## config.mk

```make
export PLATFORM = sky130hd
export DESIGN_NAME = pipo_reg
export DESIGN_NICKNAME = d
export VERILOG_FILES = /design/src/rtl/pipo_reg.sv
export SDC_FILE = /design/constraint.sdc
export NUM_CORES = 1
export LEC_CHECK = 0
export CORE_AREA = 8 8 45 47
export DETAILED_ROUTE_END_ITERATION = 7
export DIE_AREA = 0 0 53 55
export DONT_BUFFER_PORTS = 1
export GPL_TIMING_DRIVEN = 0
export PLACE_DENSITY = 0.34
export SLEW_MARGIN = 25
export SYNTH_ARGS = -nofsm -noshare
export SYNTH_HDL_FRONTEND = slang
export SYNTH_SLANG_ARGS = --single-unit
export TNS_END_PERCENT = 30
```

## constraint.sdc

```tcl
create_clock -name clk -period 1.1 [get_ports clk]
set_clock_uncertainty 0.15 [all_clocks]
set_input_delay 0.275 -clock clk [delete_from_list [all_inputs] [get_ports clk]]
set_output_delay 0.275 -clock clk [all_outputs]
set_load 0.1 [all_outputs]
```

## src/rtl/pipo_reg.sv

```systemverilog
// pipo_reg: parallel-in/parallel-out register with per-lane write mask, loaded flag and change strobe.
// Optional even-parity output and error injection when PIPO_PARITY_EN is defined.
module pipo_reg #(
  parameter int WIDTH = 4,
  parameter logic [WIDTH-1:0] RESET_VALUE = '0,
  parameter int LANES = 1
) (
  input  logic             clk,
  input  logic             rst,
  input  logic             ld,
  input  logic [LANES-1:0] lane_en,
  input  logic [WIDTH-1:0] pin,
`ifdef PIPO_PARITY_EN
  input  logic             par_err_inj,
  output logic             par,
`endif
  output logic [WIDTH-1:0] pout,
  output logic             loaded,
  output logic             chg
);
  localparam int LW = WIDTH / LANES;
  logic [WIDTH-1:0] r_pout;
  logic             r_loaded;
  logic             r_chg;
  logic [WIDTH-1:0] w_mask;
  logic [WIDTH-1:0] w_next;
  logic             w_any;
  for (genvar i = 0; i < LANES; i++) begin : g_mask
    assign w_mask[i*LW +: LW] = {LW{lane_en[i]}};
  end
  assign w_any  = ld & |lane_en;
  assign w_next = ld ? (pin & w_mask) | (r_pout & ~w_mask) : r_pout;
  always_ff @(posedge clk or negedge rst) begin
    if (!rst) begin
      r_pout   <= RESET_VALUE;
      r_loaded <= 1'b0;
      r_chg    <= 1'b0;
    end else begin
      r_pout   <= w_next;
      r_loaded <= r_loaded | w_any;
      r_chg    <= w_next != r_pout;
    end
  end
`ifdef PIPO_PARITY_EN
  logic r_par;
  // Injected error only corrupts the stored parity on an edge that actually loads.
  always_ff @(posedge clk or negedge rst) begin
    if (!rst) r_par <= ^RESET_VALUE;
    else      r_par <= (^w_next) ^ (w_any & par_err_inj);
  end
  assign par = r_par;
`endif
  assign pout   = r_pout;
  assign loaded = r_loaded;
  assign chg    = r_chg;
endmodule

```

; ---- Word-level counts from Yosys, hierarchy flattened
; Cells that the tools add are included.
[classes]
mux = 1
n_bitwise = 6
eq_ne = 1
[op_table]
columns = cell, count
row1 = 4-bit bitwise AND, 2
row2 = 4-bit two-way mux, 1
row3 = 4-bit inequality test, 1
row4 = 4-bit NOT, 1
row5 = 4-bit OR, 1
row6 = 1-bit bitwise AND, 1
row7 = 1-bit OR, 1
[word_totals]
ff_bits = 6
input_bits = 8
output_inout_bits = 6

; ---- Longest topological paths before layout
[depth]
word_depth = 5
mapped_depth = 2

; ---- Worst setup path after synthesis
; No wires, ideal clock.
[synth_path]
path_kind = reg-to-reg
start = reg r_pout[2], in the netlist pout[2]
end = reg r_chg, in the netlist chg
period_less_slack_ns = 1.526
setup_ns = 0.088
path_stages_with_launch = 3
path_slack_ns = -0.426
t_arrival_ns = 1.288
path_cell_list = dfrtp_1 -> xnor2_1 -> a41oi_1
[synth_between]
elab_chain_cells = 4
[synth_rtl]
columns = element, line_no
row1 = start: declaration, 22  ; logic [WIDTH-1:0] r_pout;
row2 = start signal: assignment, 39  ; r_pout <= w_next;
row3 = 4-bit bitwise AND, 32  ; assign w_next = ld ? (pin & w_mask) | (r_pout & ~w_mask) : r_pout;
row4 = 4-bit OR, 32
row5 = 4-bit two-way mux, 32
row6 = 4-bit inequality test (*), 41  ; r_chg <= w_next != r_pout;
row7 = end signal: assignment, 41
row8 = end: declaration, 24  ; logic r_chg;
; Every way passes the cells marked *; elsewhere a longest branch is shown, timed or not.

; ---- Worst setup path in the final report
[layout_path]
start = reg r_pout[1], in the netlist pout[1]
end = out pout[1]
[layout_rtl]
columns = element, line_no
row1 = end: declaration, 17  ; output logic [WIDTH-1:0] pout,
; No word-level cell between the ends.

==> impl_metrics.py <==
metrics = {
    "logic_synthesis": {
        "ys.flop_type": "dfrtp_1",
        "synth_area_sq_um": 253,
        "synth_cell_types": 6,
        "netlist_top_cells_area": "dfrtp_1, mux2_2, xnor2_1",
        "synth_seq_area_share_pct": 59.4,
        "synth.most_common_cell": "dfrtp_1",
        "syn_inst": 17,
        "ys_top_cells_by_count": "dfrtp_1, mux2_2, xnor2_1",
        "synth_edf_count": 0,
        "synth-async-reset-ratio_pct": 100,
        "yosysWarnings": 0,
        "syn_area_per_cell_sq_um": 14.9,
        "synth_fp_nets": 25,
        "yosys.area.top_type_share_pct": 59.4,
        "synth_top_area_cell": "dfrtp_1",
        "synth-seq-cells": 6,
    },
    "detailed_routing": {
        "wirelength_um": 656,
        "drt_iter0_markers": 1,
        "ant_nets": 0,
        "route.detailed.drc": 0,
        "viasPerCell": 4.27,
        "wl_per_cell_um": 17.7,
        "num_vias": 158,
        "dr.pass1.iters": 4,
    },
    "global_routing": {
        "grt_max_degree": 7,
        "grt_overflow": 0,
        "grt_pass1_wl_um": 1040,
        "grt_pass1_vias": 190,
        "met3_usage_pct": 6.42,
        "grt_util_met2_pct": 6.45,
        "grt_use_met1_pct": 5.67,
        "top_usage_layer": "met2",
        "track_usage_pct": 5.48,
        "antenna_found_initial": 0,
    },
    "floorplan": {
        "coreArea_sq_mm": 0.00138,
        "dieWidth_um": 53,
        "die_h_um": 55,
        "io_pins": 14,
        "start_util_pct": 18.3,
        "rows": 14,
        "die_area_sq_mm": 0.00292,
    },
    "timing": {
        "tightest_slew_ns": 0.323,
        "relSlewSlack_pct": 78.4,
        "max_freq_mhz": 772,
        "drv_slew": 0,
        "finalSetupViolations": 12,
        "period_share_pct": 118,
        "rsz0062_at_grt": "yes",
        "period_needed_ns": 1.30,
        "fin_ws_ns": -0.195,
        "hold_viol": 0,
    },
    "setup_path": {
        "endpoint_kind": "output pin",
        "start_kind": "flip-flop",
        "cp.arrival_ns": 0.87,
        "cp.required_ns": 0.67,
        "worstPathMaxFanout": 3,
        "path_class": "flip-flop to output pin",
    },
    "placement": {
        "pre_cts_slack_ns": -0.206,
        "portBuffers": 0,
        "dp.cells": 33,
        "gp_congestion": 0.600,
    },
    "final_layout": {
        "stdcell_count": 37,
        "antenna_cells": 0,
        "final_util_pct": 24.8,
        "fin_nets": 31,
        "drive_gt1_share_pct": 66.7,
        "syn2layout_area_growth_pct": 35.6,
    },
    "cts": {
        "insertion_delay_ns": 0.25,
        "clockBufferDepth": 2,
        "cts_buffers": 3,
        "root_buffer": "clkbuf_4",
        "clk_pin_slew_ns": 0.05,
        "h-tree-depth": 1,
        "cts_tree": "done",
        "cts_sinks": 6,
    },
    "run_status": {
        "violations": "setup timing",
        "status": "finished with violations",
    },
    "power_and_ir_drop": {
        "ir_worst_vdd_v": 0.000653,
        "p_per_area_mw_per_mm2": 2210,
        "leakagePower_nw": 0.132,
    },
    "job": {
        "drv_cap": 0,
    },
    "hold_path": {
        "hold_path_class": "input port to flip-flop",
    },
}
path summary, 6_finish.rpt:
| check | start | end | slack, ns | cells past startpoint |
|---|---|---|---|---|
| max | pout[1] | pout[1] | -0.20 | 0 |
| min | pin[2] | pout[2] | 0.03 | 1 |
| max reg2reg | pout[3] | chg | -0.17 | 2 |
| min reg2reg | loaded | loaded | 0.66 | 1 |
| max in group asynchronous | rst | pout[2] | 0.33 | 1 |
| min in group asynchronous | rst | pout[1] | 0.20 | 1 |
through the flow:
stage | area (sq um) | setup TNS (ns) | power [mW] | hold slack (ns)
2_1_floorplan | 273 | -0.533 | 0.518 | -0.171
3_3_place_gp | 293 | -0.659 | 0.532 | -0.170
3_5_place_dp | 293 | -0.702 | 0.533 | -0.170
4_1_cts | 343 | -1.83 | 0.775 | 0.0179
5_1_grt | 343 | -1.96 | 0.793 | 0.0168
6_report | 343 | -1.73 | 0.758 | 0.0296
what timing repair did:
item,4_1_cts,5_1_grt
buffers inserted,0,0
hold buffers,1,0
gates resized for setup,6,0
setup endpoints to repair,12,12
pin swaps,0,0
endpoints found under the hold margin,6,0
registers in the layout (all words and copies together), names as in the netlist:
register	count
loaded	1
pout	4
chg	1
layout by cell type, fill, tap and decap left out:
cell and instances:
a41oi_1 1, dlygate4sd3_1 1, mux2_4 4, dfrtp_4 6, or2b_1 1, clkbuf_4 3, xnor2_1 4, nand2_2 1
cell type report:
| cell class | instances | area, sq um |
|---|---|---|
| fillers | 141 | 1040 |
| flip-flops and latches | 6 | 173 |
| multi-input cells | 11 | 118 |
| clock buffers | 3 | 22.5 |
| well taps | 16 | 20.0 |
| repair buffers | 1 | 10.0 |
power by group:
group	leakage [nW]	total [mW]	internal [mW]	switching, mW
clock network	0.0138	0.207	0.124	0.0835
registers	0.0636	0.472	0.261	0.211
logic	0.0547	0.0789	0.0538	0.0251
layer usage:
metal	vias to the layer above	part of all wire, %
met4	0	0
met1	80	41
met5	-	0
li1	66	-
met2	12	38
met3	0	20
worst register-to-register path, cell delays in order (launching register included):
cell and delay, ns:
dfrtp_4 0.62, xnor2_1 0.24, a41oi_1 0.13
kinds of logic (layout without fill, tap and decap cells):
group / Yosys count / count (layout) / share of synthesized area, %
XOR/XNOR: 4 / 4 / 13.9
multiplexers: 4 / 4 / 17.8
buffers and inverters: 0 / 4 / 0
AO/OA/AOI/OAI: 1 / 1 / 3.47
flip-flops: 6 / 6 / 59.4
AND/OR/NAND/NOR: 2 / 2 / 5.45
(Power assumes the default switching activity.)
